## config.mk

```make
export PLATFORM = sky130hd
export DESIGN_NAME = exe_wb_stage
export DESIGN_NICKNAME = d
export VERILOG_FILES = /design/src/rtl/exe_wb_stage.sv
export SDC_FILE = /design/constraint.sdc
export NUM_CORES = 1
export LEC_CHECK = 0
export BUFFER_PORTS_ARGS = -buffer_cell sky130_fd_sc_hd__buf_4
export CAP_MARGIN = 20
export CORE_AREA = 2 2 172 174
export CTS_BUF_LIST = sky130_fd_sc_hd__clkbuf_2 sky130_fd_sc_hd__clkbuf_4 sky130_fd_sc_hd__clkbuf_8
export DETAILED_ROUTE_END_ITERATION = 7
export DIE_AREA = 0 0 174 176
export PLACE_DENSITY = 0.76
export SLEW_MARGIN = 20
export SYNTH_ARGS = -nofsm -noshare
export SYNTH_HDL_FRONTEND = slang
export SYNTH_SLANG_ARGS = --single-unit
export TNS_END_PERCENT = 30
```

## constraint.sdc

```tcl
create_clock -name clk -period 8.45 [get_ports clk]
set_input_delay 0.4225 -clock clk [delete_from_list [all_inputs] [get_ports clk]]
set_output_delay 0.4225 -clock clk [all_outputs]
set_load 0.02 [all_outputs]
```

## src/rtl/exe_wb_stage.sv

```systemverilog
`default_nettype none
// +--------------------------------------------------------------------------+
// | exe_wb_stage: ALU execute stage with EXE/WB register and shift-add MUL.  |
// | Rev 1.0                                                                  |
// +--------------------------------------------------------------------------+
module exe_wb_stage #(
  parameter int DSIZE = 32,
  parameter int ASIZE = 5
) (
  input  logic             clk,
  input  logic             rst_n,
  input  logic             valid_in,
  input  logic [DSIZE-1:0] rdata1_in,
  input  logic [DSIZE-1:0] rdata2_in,
  input  logic [DSIZE-1:0] imm_in,
  input  logic [2:0]       opcode_in,
  input  logic [ASIZE-1:0] waddr_in,
  output logic             stall,
  output logic             wen,
  output logic [ASIZE-1:0] waddr_out,
  output logic [DSIZE-1:0] wdata_out
);

  localparam int                 c_CNT_W = (DSIZE > 1) ? $clog2(DSIZE) : 1;
  localparam logic [c_CNT_W-1:0] c_LAST  = c_CNT_W'(DSIZE - 1);
  localparam logic [c_CNT_W-1:0] c_ONE   = c_CNT_W'(1);

  localparam logic [2:0] c_OP_ADD  = 3'b000;
  localparam logic [2:0] c_OP_SUB  = 3'b001;
  localparam logic [2:0] c_OP_AND  = 3'b010;
  localparam logic [2:0] c_OP_OR   = 3'b011;
  localparam logic [2:0] c_OP_XOR  = 3'b100;
  localparam logic [2:0] c_OP_ADDI = 3'b101;
  localparam logic [2:0] c_OP_SLT  = 3'b110;
  localparam logic [2:0] c_OP_MUL  = 3'b111;

  typedef enum logic [0:0] {
    ST_IDLE = 1'b0,
    ST_MUL  = 1'b1
  } state_t;

  state_t             r_state, w_state_nxt;
  logic               r_wen, w_wen_nxt;
  logic [ASIZE-1:0]   r_waddr, w_waddr_nxt;
  logic [DSIZE-1:0]   r_wdata, w_wdata_nxt;
  logic [DSIZE-1:0]   r_mul_a, w_mul_a_nxt;
  logic [DSIZE-1:0]   r_mul_b, w_mul_b_nxt;
  logic [DSIZE-1:0]   r_acc, w_acc_nxt;
  logic [c_CNT_W-1:0] r_cnt, w_cnt_nxt;
  logic [ASIZE-1:0]   r_mul_waddr, w_mul_waddr_nxt;

  logic [DSIZE-1:0]   w_alu;
  logic [DSIZE-1:0]   w_mul_sum;
  logic               w_slt;

  assign w_slt = $signed(rdata1_in) < $signed(rdata2_in);

  always_comb begin
    w_alu = '0;
    case (opcode_in)
      c_OP_ADD:  w_alu = rdata1_in + rdata2_in;
      c_OP_SUB:  w_alu = rdata1_in - rdata2_in;
      c_OP_AND:  w_alu = rdata1_in & rdata2_in;
      c_OP_OR:   w_alu = rdata1_in | rdata2_in;
      c_OP_XOR:  w_alu = rdata1_in ^ rdata2_in;
      c_OP_ADDI: w_alu = rdata1_in + imm_in;
      c_OP_SLT:  w_alu = {{(DSIZE-1){1'b0}}, w_slt};
      default:   w_alu = '0;
    endcase
  end

  // Multiplicand shifts left and multiplier shifts right each step, so bit 0
  // of r_mul_b is always multiplier bit cnt and r_mul_a is A<<cnt.
  assign w_mul_sum = r_acc + (r_mul_b[0] ? r_mul_a : '0);

  always_comb begin
    w_state_nxt     = r_state;
    w_wen_nxt       = 1'b0;
    w_waddr_nxt     = r_waddr;
    w_wdata_nxt     = r_wdata;
    w_mul_a_nxt     = r_mul_a;
    w_mul_b_nxt     = r_mul_b;
    w_acc_nxt       = r_acc;
    w_cnt_nxt       = r_cnt;
    w_mul_waddr_nxt = r_mul_waddr;
    case (r_state)
      ST_IDLE: begin
        if (valid_in) begin
          if (opcode_in == c_OP_MUL) begin
            w_mul_a_nxt     = rdata1_in;
            w_mul_b_nxt     = rdata2_in;
            w_mul_waddr_nxt = waddr_in;
            w_acc_nxt       = '0;
            w_cnt_nxt       = '0;
            w_state_nxt     = ST_MUL;
          end else if (waddr_in != '0) begin
            w_wen_nxt   = 1'b1;
            w_waddr_nxt = waddr_in;
            w_wdata_nxt = w_alu;
          end
        end
      end
      ST_MUL: begin
        w_acc_nxt   = w_mul_sum;
        w_mul_a_nxt = r_mul_a << 1;
        w_mul_b_nxt = r_mul_b >> 1;
        w_cnt_nxt   = r_cnt + c_ONE;
        if (r_cnt == c_LAST) begin
          w_state_nxt = ST_IDLE;
          // Register 0 is hardwired: the timing still runs but nothing is written.
          if (r_mul_waddr != '0) begin
            w_wen_nxt   = 1'b1;
            w_waddr_nxt = r_mul_waddr;
            w_wdata_nxt = w_mul_sum;
          end
        end
      end
      default: w_state_nxt = ST_IDLE;
    endcase
  end

  always_ff @(posedge clk or negedge rst_n) begin
    if (!rst_n) begin
      r_state     <= ST_IDLE;
      r_wen       <= 1'b0;
      r_waddr     <= '0;
      r_wdata     <= '0;
      r_mul_a     <= '0;
      r_mul_b     <= '0;
      r_acc       <= '0;
      r_cnt       <= '0;
      r_mul_waddr <= '0;
    end else begin
      r_state     <= w_state_nxt;
      r_wen       <= w_wen_nxt;
      r_waddr     <= w_waddr_nxt;
      r_wdata     <= w_wdata_nxt;
      r_mul_a     <= w_mul_a_nxt;
      r_mul_b     <= w_mul_b_nxt;
      r_acc       <= w_acc_nxt;
      r_cnt       <= w_cnt_nxt;
      r_mul_waddr <= w_mul_waddr_nxt;
    end
  end

  assign stall     = (r_state == ST_MUL);
  assign wen       = r_wen;
  assign waddr_out = r_waddr;
  assign wdata_out = r_wdata;

endmodule
`default_nettype wire

```

After elaboration in Yosys (flattened, before gate mapping)
Index checks and enable logic that the tools add are counted.

storage, ports and cells
  output and inout bits = 39
  bits in registers = 145
  word-level logic and storage cells = 75

operators by class
  $lt $le $gt $ge = 1
  eq/ne operators = 14
  mux-type cells = 36
  bitwise gates (word level) = 4
  add/subtract/negate cells = 5
  reduce and logical (&&, ||, !) cells = 6

operators by type and width
  operator             count
  $mux 32              12
  $pmux 32 s2          4
  $pmux 32 s7          1
  $add 32x32->32       3
  $mux 5               7
  $and 32x32->32       1
  $lt 32x32->1         1
  $or 32x32->32        1
  $sub 32x32->32       1
  $xor 32x32->32       1
  $pmux 5 s2           2
  $eq 3x3->1 const B   4
  $reduce_bool 5->1    2
  $mux 1               8
  $ne 2x2->1 const B   4
  $eq 3x2->1 const B   2
  $add 5x1->5 const B  1
  $eq 5x5->1 const B   1
  $reduce_and 5->1     1
  $ne 2x1->1 const B   2
  $pmux 1 s2           2
  $eq 3x1->1 const B   1
  $logic_not 3->1      1
  $reduce_and 3->1     1
  2 further kinds      2

Longest topological paths before layout
Gate-level depths: netlist (run 1).

  depth after elaboration = 6
  gate-level depth with buffers = 15
  mapped depth without buffers = 14

Least setup slack after synthesis (run 1)
OpenSTA, ideal clock, no wires.

  path type = input to register
  from = input port opcode_in[0]
  to = register r_wdata[27], in the netlist wdata_out[27]
  stages = 14
  setup time = 0.124 ns
  arrival time = 3.607 ns
  slack = 4.719 ns
  buffers on the path = 2
  cell sequence = clkbuf_1 -> nand2_1 -> buf_1 -> mux2_2 -> ha_1 -> a21oi_1 -> nand2_1 -> o31ai_2 -> o21ai_1 -> a211oi_1 -> o21ai_0 -> xnor2_1 -> o221ai_1 -> a211o_1

between the ends
  longest elaborated chain between the ends = 6

RTL lines
  element                                   RTL line  text
  start, declared                           16        input logic [2:0] opcode_in,
  $eq 3x3->1, or another cell as far along  60        case (opcode_in)
  $pmux 32 s7                               60
  $mux 32                                   96        end else if (waddr_in != '0) begin
  $mux 32                                   89        if (opcode_in == c_OP_MUL) begin
  $mux 32                                   88        if (valid_in) begin
  $pmux 32 s2                               86        case (r_state)
  end signal, assigned                      137       r_wdata <= w_wdata_nxt;
  end, declared                             45        logic [DSIZE-1:0] r_wdata, w_wdata_nxt;

Several ways; a longest one is shown, not always the timed one. The select of a mux whose other input is x is not followed.
A chain may end at the register's enable or synchronous reset.

Worst setup path in the final report (run 1)
Ends and elaborated chain as after synthesis.

==> results.json, run 1 <==
{
  "crit_chain": "buf_4 -> nand2_1 -> buf_4 -> mux2_2 -> ha_1 -> a21oi_1 -> nand2_1 -> o31ai_2 -> o21ai_1 -> a211oi_1 -> o21ai_0 -> xnor2_1 -> o221ai_1 -> a211o_1",
  "multi_input_area_um2": 9770,
  "fin_area_um2": 15900,
  "die_area_um2": 30600,
  "maxCapViolCount": 0,
  "hp-class": "in -> reg",
  "nets": 2168,
  "cts.clk_slew.worst_paths_ns": 0.10,
  "ys_ff_latch": 145,
  "critPathArrivalTime_ns": 4.91,
  "avgSynthCellArea_um2": 7.81,
  "grt_pass1_vias": 12984,
  "cts_tree": "yes",
  "tns_ns": 0,
  "die_w_um": 174,
  "synthesis.nets": 2090,
  "drt_first_iter_violations": 1202,
  "synth_cells": 1813,
  "wire_per_inst_um": 20.1,
  "cp_max_fo": 64,
  "drc": 0,
  "critPathBufInv": 2,
  "ys_types": 82,
  "synth_area_um2": 14200,
  "clockBufferDepth": 2,
  "grtUsageTotal_pct": 29.8,
  "root_buffer": "clkbuf_8",
  "detailedRoute.firstPassIterationCount": 8,
  "hold_viol_final": 0,
  "totalWireLength_mm": 46.0,
  "fin_skew_ns": 0.0161,
  "final_util_pct": 55.7,
  "drv_slew": 0,
  "ys.flop_type": "dfrtp_1",
  "grt_overflow": 0,
  "cp.required_ns": 8.82,
  "cts_setup_buffers": 0,
  "area_growth_pct": 12.4,
  "ys_warn_count": 0,
  "clkLatencyLatePin_ns": 0.49,
  "critPathCaptureType": "flop",
  "dp_hpwl_mm": 34.6,
  "drive_gt1_share_pct": 13.8,
  "core_um2": 28500,
  "antenna_found_initial": 1,
  "grt_pass1_wl_mm": 72.0,
  "rsz0062_at_grt": "no",
  "port_buffers": 145,
  "status": "finished, final reports clean",
  "fill_cells": 2722,
  "cts.htree.levels": 4,
  "critPathLaunchType": "primary input",
  "finalCritPeriodShare_pct": 53.7,
  "ir_drop_mv": 0.125,
  "finalSetupViolCount": 0,
  "leakagePower_nw": 7.72,
  "initial_core_util_pct": 49.6,
  "path_class": "in -> reg",
  "crit_path_max_incr_delay_ns": 0.53,
  "place_congestion": 0.933,
  "viasPerCell": 6.04,
  "grt_max_degree": 104,
  "numCtsBuffers": 17,
  "cts.sinks": 145,
  "die_y_um": 176,
  "holdWs_ns": 0.184,
  "finalCriticalPeriod_ns": 4.53,
  "cpLargestDelayFamily": "compound AO/OA/AOI/OAI gates",
  "worstMarginPinSlew_ns": 0.981,
  "max_freq_mhz": 221,
  "postPlaceCellArea_um2": 15500,
  "async_flop_share_pct": 100,
  "yosysSeqAreaShare_pct": 25.6,
  "regArea_um2": 3630,
  "ios": 146,
  "via_count": 13834,
  "relSlewSlack_pct": 34.6,
  "finalPower_mw": 3.57,
  "power_density_nw_per_um2": 224,
  "crit_slowest_cell": "buf_4",
  "num_rows": 62,
  "synth_edf_count": 0,
  "antenna_left": 0
}
==> per-layer routing <==
metal  part of all wire, %  track usage, %  vias up
met3                   9.5            6.91       80
met2                    43            44.4      599
met1                    45            42.6     6563
met4                   2.7            9.73        0
li1                      -               -     6592
met5                     0               0        -
==> worst reg2reg max path, cell delays in order, from the launching register on <==
cell,delay [ns]
dfrtp_1,0.96
and2_1,0.24
ha_1,0.29
a21oi_1,0.18
o211ai_1,0.13
a21o_1,0.22
o41ai_2,0.46
o211ai_1,0.35
a211oi_1,0.40
mux2i_1,0.27
a21oi_1,0.16
a211o_1,0.30
==> cell usage after synthesis, types with 5 or more instances <==
library cell / count / share of area (%)
a32oi_1: 5 / 0.31
a221oi_1: 13 / 0.80
dfrtp_1: 145 / 26
o21a_1: 11 / 0.58
a22o_1: 11 / 0.68
o21ai_0: 138 / 4.9
nand4_1: 13 / 0.57
inv_1: 99 / 2.6
nor3_1: 29 / 1.0
a222oi_1: 5 / 0.35
o31ai_1: 9 / 0.48
a211oi_1: 15 / 0.80
nand3_1: 25 / 0.88
nor3b_1: 5 / 0.27
ha_1: 167 / 15
a221o_1: 10 / 0.71
or3_1: 8 / 0.35
a21o_1: 44 / 2.3
a311oi_1: 5 / 0.31
o211ai_1: 13 / 0.69
buf_1: 13 / 0.34
or2_2: 6 / 0.27
a31oi_1: 28 / 1.2
nand2b_1: 11 / 0.49
a21oi_1: 184 / 6.5
o21ai_1: 16 / 0.57
and3_1: 17 / 0.75
nor2b_1: 16 / 0.71
o22ai_1: 5 / 0.22
mux2_2: 39 / 3.1
nor2_1: 190 / 5.0
clkbuf_1: 85 / 2.3
xor2_1: 24 / 1.5
a22oi_1: 17 / 0.90
nand2_1: 202 / 5.4
and2_1: 37 / 1.6
mux2i_1: 19 / 1.3
xnor2_1: 47 / 2.9
o21bai_1: 10 / 0.53
a41oi_1: 6 / 0.37
==> path summary, 6_finish.rpt <==
path	from	endpoint	depth (start not counted)	slack, ns
setup / recovery	opcode_in[0]	wdata_out[27]	14	3.92
hold / removal	waddr_in[3]	r_mul_waddr[3]	2	0.18
setup reg to reg	r_mul_b[0]	wdata_out[27]	11	4.39
hold reg to reg	wdata_out[1]	wdata_out[1]	2	0.49
max in group asynchronous	rst_n	stall	3	6.37
min in group asynchronous	rst_n	r_mul_waddr[4]	2	0.52
==> what timing repair did <==
item / in CTS / in global routing
gates resized for setup: 0 / 0
hold endpoints to repair: 24 / 0
endpoints found under the setup margin: 0 / 0
hold buffers: 1 / 0
==> metrics by stage <==
step | worst slack (ns) | instances
CTS | 4.01 | 2288
global placement | 3.61 | 2255
finish | 3.92 | 2289
global route | 3.65 | 2288
floorplan | 4.72 | 1813
detailed placement | 3.50 | 2255
==> flip-flops by register name (all words and copies together) (netlist names) <==
register and cells:
r_acc 32, r_cnt 5, r_mul_a 32, r_mul_b 32, r_mul_waddr 5, stall 1, waddr_out 5, wdata_out 32
wen 1
==> final cells by class <==
cell class / instances / share of cell area, %
tap: 384 / 3.02
antenna: 1 / 0.0157
clock inverter: 13 / 1.10
inverter: 103 / 2.43
multi-input combinational: 1464 / 61.4
timing repair buffer: 160 / 7.59
sequential: 145 / 22.8
clock buffer: 19 / 1.60
==> cell usage in the layout, fill, tap and decap left out, types with 8 or more instances in the layout <==
cell,synthesis,layout
a211oi_1,15,15
a21o_1,44,44
a21oi_1,184,184
a221o_1,10,10
a221oi_1,13,13
a22o_1,11,11
a22oi_1,17,17
a31oi_1,28,27
and2_1,37,37
and3_1,17,17
buf_4,0,158
clkbuf_8,0,18
dfrtp_1,145,144
ha_1,167,167
inv_1,99,99
mux2_2,39,39
mux2i_1,19,19
nand2_1,202,202
nand2b_1,11,11
nand3_1,25,25
nand4_1,13,13
nor2_1,190,188
nor2b_1,16,15
nor3_1,29,29
o211ai_1,13,13
o21a_1,11,11
o21ai_0,138,138
o21ai_1,16,16
o21bai_1,10,10
o31ai_1,9,9
or3_1,8,8
xnor2_1,47,47
xor2_1,24,24
==> where the power goes <==
part / internal, mW / total [mW] / switching [mW]
sequential: 0.963 / 1.18 / 0.221
clock: 0.310 / 0.636 / 0.326
combinational: 0.674 / 1.75 / 1.07
total: 1.95 / 3.57 / 1.62
==> logic make-up (layout without fill, tap and decap cells) <==
logic type                 after synthesis  count (layout)  share of synthesized area, %
AOI/OAI and AO/OA                      584             584                          26.2
and+or+nand+nor                        581             581                          18.6
buffers and inverters                  204             295                          5.48
adders and majority gates              170             170                          15.2
DFF                                    145             145                          25.6
xor gates and xnor gates                71              71                          4.39
muxes                                   58              58                          4.45
other                                    0               1                             0
(Power assumes the default switching activity.)
==> inputs of run 2 (changes only) <==
Settings changed: ABC_AREA from default to 1, CORE_AREA 2 2 172 174 to 2 2 176 178, DIE_AREA 0 0 174 176 to 0 0 178 180.
Clock period 8.45 ns to 4.2 ns, I/O delays scaled along.
==> results.json, run 2 <==
{
  "reg2reg_slack_ns": 1.13,
  "critPathArrivalTime_ns": 3.49,
  "ir_drop_mv": 0.233,
  "power_density_nw_per_um2": 419,
  "cp_max_fo": 24,
  "reg2reg_from": "r_mul_b[0]",
  "ys_ff_latch": 145,
  "hold_start": "rdata1_in[29]",
  "cp.required_ns": 4.62,
  "ys_warn_count": 0,
  "holdWs_ns": 0.0447,
  "core_um2": 30200,
  "place_ws_ns": 0.772,
  "async_flop_share_pct": 100,
  "hp-class": "in -> reg",
  "initial_core_util_pct": 49.4,
  "final_common_cell": "nand2_1",
  "wire_per_inst_um": 18.1,
  "root_buffer": "clkbuf_8",
  "drv_slew": 0,
  "area_growth_pct": 14.9,
  "worst_slack_ns": 1.13,
  "finalCriticalPeriod_ns": 3.07,
  "dp.cells": 2881,
  "grtUsageTotal_pct": 33.6,
  "fin_skew_ns": 0.0139,
  "detailedRoute.firstPassIterationCount": 6,
  "crit_path_max_incr_delay_ns": 0.53,
  "antenna_left": 0,
  "drt_first_iter_violations": 1608,
  "synth_area_um2": 14900,
  "cts.clk_slew.worst_paths_ns": 0.11,
  "crit_start": "r_mul_b[0]",
  "ys_types": 44,
  "finalCritPeriodShare_pct": 73.2,
  "totalWireLength_mm": 53.2,
  "grt_overflow": 0,
  "num_rows": 64,
  "cts_setup_buffers": 0,
  "status": "finished, final reports clean",
  "synth_edf_count": 0,
  "finalSetupViolCount": 0,
  "critPathLaunchType": "flop",
  "clockBufferDepth": 2,
  "synth_top_area_share_pct": 24.3,
  "numCtsBuffers": 17,
  "crit_slowest_cell": "o21ai_0",
  "cts.sinks": 145,
  "cts.htree.levels": 4,
  "via_count": 16449,
  "die_y_um": 180,
  "cpLargestDelayFamily": "simple AND/OR/NAND/NOR gates",
  "path_class": "reg -> reg",
  "crit_chain": "buf_4 -> nand2_1 -> inv_1 -> ha_1 -> nand2_1 -> nor2_1 -> nand4_1 -> o21ai_0 -> nand2_1 -> nand2_1 -> a21oi_1 -> o21ai_0 -> nand2_1 -> nand2_1 -> nand2_1",
  "antenna_cells": 0,
  "viasPerCell": 5.58,
  "dp_hpwl_mm": 41.9,
  "die_area_um2": 32000,
  "maxCapViolCount": 0,
  "drive_gt1_share_pct": 8.70,
  "critPathBufInv": 2,
  "antenna_found_initial": 0,
  "yosysMostFrequentCell": "nand2_1",
  "synthesis.nets": 2665,
  "clkLatencyLatePin_ns": 0.51,
  "rr_worst_depth": 15,
  "hold_viol_final": 0,
  "place_congestion": 1.02,
  "grt_pass1_vias": 15612,
  "cp_common_cell": "nand2_1",
  "yosysSeqAreaShare_pct": 24.3,
  "synth_cells": 2388,
  "ios": 146,
  "mostFrequentLayoutCells": "nand2_1, inv_1, nor2_1, ha_1, buf_4",
  "fin_cells": 2947,
  "synth_common_cells": "nand2_1, inv_1, nor2_1",
  "tns_ns": 0,
  "critPathCaptureType": "flop",
  "r2r-end": "wdata_out[20]",
  "whs_endpoint": "r_mul_a[29]",
  "cts_tree": "yes",
  "max_freq_mhz": 325,
  "port_buffers": 145,
  "drc": 0,
  "synthTopCellsByArea": "dfrtp_1, nand2_1, ha_1",
  "rsz0062_at_grt": "no",
  "min_path_cells": 3,
  "ys.flop_type": "dfrtp_1",
  "finalPower_mw": 7.19,
  "avgSynthCellArea_um2": 6.24,
  "yosysTopAreaCell": "dfrtp_1",
  "die_w_um": 178,
  "leakagePower_nw": 9.47,
  "nets": 2815,
  "worstMarginPinSlew_ns": 1.05,
  "grt_max_degree": 90,
  "relSlewSlack_pct": 30.2,
  "grt_pass1_wl_mm": 83.8
}
run 2: final cells by class:
class / instances / area, um^2
timing repair buffer: 194 / 1560
clock buffer: 17 / 234
clock inverter: 15 / 191
inverter: 389 / 1460
tap: 396 / 495
multi-input combinational: 1791 / 9570
fill: 3024 / 13100
sequential: 145 / 3630
run 2: per-layer routing:
metal	part of all wire [%]	GRT usage (%)	routed length, um	vias up
li1	-	-	-	7993
met1	45	48.5	23900	7637
met2	44	52.2	23600	717
met3	7.8	3.68	4150	102
met4	3.0	11.2	1610	0
met5	0	0	0	-
run 2: stage by stage:
stage	instance area [um^2]	utilization [%]
finish	17100	56.8
global route	17100	56.8
CTS	17100	56.8
detailed placement	16400	54.2
global placement	16400	54.2
floorplan	14900	-
run 2: worst reg2reg max path, cell delays in order (launching register included):
cell and delay [ns]:
dfrtp_1 0.51, buf_4 0.28, nand2_1 0.09, inv_1 0.04, ha_1 0.34, nand2_1 0.14
nor2_1 0.22, nand4_1 0.10, o21ai_0 0.53, nand2_1 0.12, nand2_1 0.12, a21oi_1 0.06
o21ai_0 0.21, nand2_1 0.10, nand2_1 0.07, nand2_1 0.05
run 2: timing repair:
action,CTS,global route
hold buffers,34,0
endpoints found under the hold margin,125,0
gates resized for setup,0,0
run 2: kinds of logic after synthesis:
family / after synthesis / synth area share, %
AO/OA/AOI/OAI: 376 / 15.5
XOR/XNOR: 9 / 0.529
adder cells (fa/ha/maj): 170 / 14.4
buffers and inverters: 452 / 11.5
flip-flops: 145 / 24.3
AND/OR/NAND/NOR: 1236 / 33.7
run 2: worst max-delay path by stage:
stage	endpoint	slack (ns)	depth (start not counted)
floorplan	wdata_out[20]	1.63	21
global placement	wdata_out[21]	0.84	18
detailed placement	wdata_out[21]	0.77	18
CTS	wdata_out[26]	1.15	19
global route	wdata_out[20]	0.85	15
finish	wdata_out[20]	1.13	15
run 2: power breakdown:
| group | internal, mW | switching [mW] |
|---|---|---|
| Sequential | 1.96 | 0.421 |
| Clock | 0.512 | 0.728 |
| Combinational | 1.28 | 2.29 |
==> inputs of run 3 (changes only) <==
Settings changed: ABC_AREA 1 to 0, CORE_AREA 2 2 176 178 to 2 2 172 174, DIE_AREA 0 0 178 180 to 0 0 174 176, PLACE_DENSITY 0.76 to 0.78.
Clock period 4.2 ns to 2.6 ns, I/O delays scaled along.
==> results.json, run 3 (same netlist as run 1, synthesis figures left out) <==
{
  "status": "complete, but fails checks",
  "failed_checks": "negative setup slack",
  "grtUsageTotal_pct": 35.4,
  "path_class": "reg -> reg",
  "antenna_found_initial": 1,
  "finalPower_mw": 13.7,
  "finalSetupViolCount": 40,
  "nets": 2597,
  "fin_skew_ns": 0.0150,
  "wire_per_inst_um": 20.5,
  "fill_cells": 2243,
  "ios": 146,
  "finalCriticalPeriod_ns": 3.13,
  "viasPerCell": 5.93,
  "antenna_left": 0,
  "via_count": 16109,
  "cts_tree": "yes",
  "cts.clk_slew.worst_paths_ns": 0.09,
  "die_y_um": 176,
  "critPathLaunchType": "flop",
  "detailedRoute.firstPassIterationCount": 8,
  "critPathCaptureType": "flop",
  "relSlewSlack_pct": 57.2,
  "power_density_nw_per_um2": 676,
  "grt_pass1_wl_mm": 85.3,
  "totalWireLength_mm": 55.7,
  "cp.required_ns": 3.02,
  "place_ws_ns": -0.672,
  "ir_drop_mv": 0.342,
  "die_area_um2": 30600,
  "grt_overflow": 0,
  "worstMarginPinSlew_ns": 0.642,
  "holdWs_ns": 0.0543,
  "clockBufferDepth": 2,
  "clkLatencyLatePin_ns": 0.50,
  "core_um2": 28500,
  "cp_max_fo": 14,
  "final_common_cell": "buf_4",
  "area_growth_pct": 42.8,
  "leakagePower_nw": 10.0,
  "drv_slew": 0,
  "cts.sinks": 145,
  "initial_core_util_pct": 49.6,
  "fin_area_um2": 20200,
  "max_freq_mhz": 319,
  "maxCapViolCount": 0,
  "dp_hpwl_mm": 41.1,
  "port_buffers": 145,
  "hold_viol_final": 0,
  "numCtsBuffers": 17,
  "die_w_um": 174,
  "grt_pass1_vias": 15532,
  "critPathArrivalTime_ns": 3.55,
  "worst_slack_ns": -0.533,
  "drc": 0,
  "root_buffer": "clkbuf_8",
  "finalCritPeriodShare_pct": 120,
  "hp-class": "in -> reg",
  "grt_max_degree": 134,
  "num_rows": 62,
  "postPlaceCellArea_um2": 18900,
  "cts.htree.levels": 4,
  "final_util_pct": 70.8,
  "place_congestion": 0.997,
  "rsz0062_at_grt": "yes",
  "mostFrequentLayoutCells": "buf_4, nand2_1, nor2_1, a21oi_1, dfrtp_1",
  "drt_first_iter_violations": 1591,
  "drive_gt1_share_pct": 35.0
}
==> run 3: cell types whose count changed in the layout (fill, tap and decap cells not counted), moves of 38 or more <==
cell,before,now
nand2_1,795,194
nand3_1,156,18
a21oi_1,125,165
a21o_1,6,44
inv_1,381,99
buf_4,158,567
==> run 3: area by class of cell <==
| type | count | area [um^2] | area share [%] |
|---|---|---|---|
| well taps | 384 | 480 | 2.38 |
| repair buffers | 589 | 4530 | 22.4 |
| diodes | 1 | 2.50 | 0.0124 |
| clock buffers | 20 | 256 | 1.27 |
| flip-flops and latches | 145 | 3630 | 18.0 |
| multi-input cells | 1464 | 10800 | 53.2 |
| clock inverters | 11 | 158 | 0.780 |
| inverters | 103 | 387 | 1.91 |
==> run 3: worst paths after layout <==
| kind | from | end | slack [ns] | cells past startpoint |
|---|---|---|---|---|
| max | r_mul_b[0] | wdata_out[31] | -0.53 | 15 |
| min | rdata1_in[0] | r_mul_a[0] | 0.05 | 4 |
| max reg2reg | r_mul_b[0] | wdata_out[31] | -0.53 | 15 |
| min reg2reg | wdata_out[3] | wdata_out[3] | 0.49 | 2 |
| max in group asynchronous | rst_n | r_mul_b[9] | 1.56 | 3 |
| min in group asynchronous | rst_n | r_cnt[0] | 0.20 | 2 |
==> run 3: power by group <==
group          internal (mW)  total, mW  switching, mW
clock network          0.989       2.07           1.08
registers               3.13       3.87          0.737
logic                   3.49       7.72           4.23
total                   7.61       13.7           6.05
==> run 3: critical path, stage by stage, from the launching register on <==
cell and delay, ns:
dfrtp_2 0.47, buf_6 0.15, buf_8 0.14, and2_4 0.15, ha_4 0.21, o21ai_0 0.22, nor2_1 0.07, o21ai_0 0.30
a21o_1 0.17, o211ai_1 0.11, buf_4 0.18, buf_4 0.14, a31oi_4 0.21, o21ai_2 0.12, xnor2_2 0.17, a221oi_2 0.24
==> run 3: stage by stage <==
step | cells | TNS (ns)
after detailed placement | 2658 | -17.48
after floorplan | 1813 | -1.84
after global routing | 2716 | -14.34
after CTS | 2710 | -4.79
after global placement | 2658 | -14.54
final | 2717 | -10.31
==> run 3: per-layer routing <==
metal  GRT usage [%]  part of all wire, %  vias to the layer above
met4            11.8                  3.1                        0
met5               0                    0                        -
met2            54.6                   44                      864
met1            50.2                   44                     7675
li1                -                    -                     7447
met3            6.29                  9.0                      123
==> run 3: repair_timing <==
action | 4_1_cts | 5_1_grt
gates cloned | 0 | 0
endpoints found under the hold margin | 76 | 0
setup endpoints to repair | 39 | 43
pin swaps | 42 | 19
resized for setup | 92 | 34
hold buffers | 7 | 0
setup buffers | 14 | 6
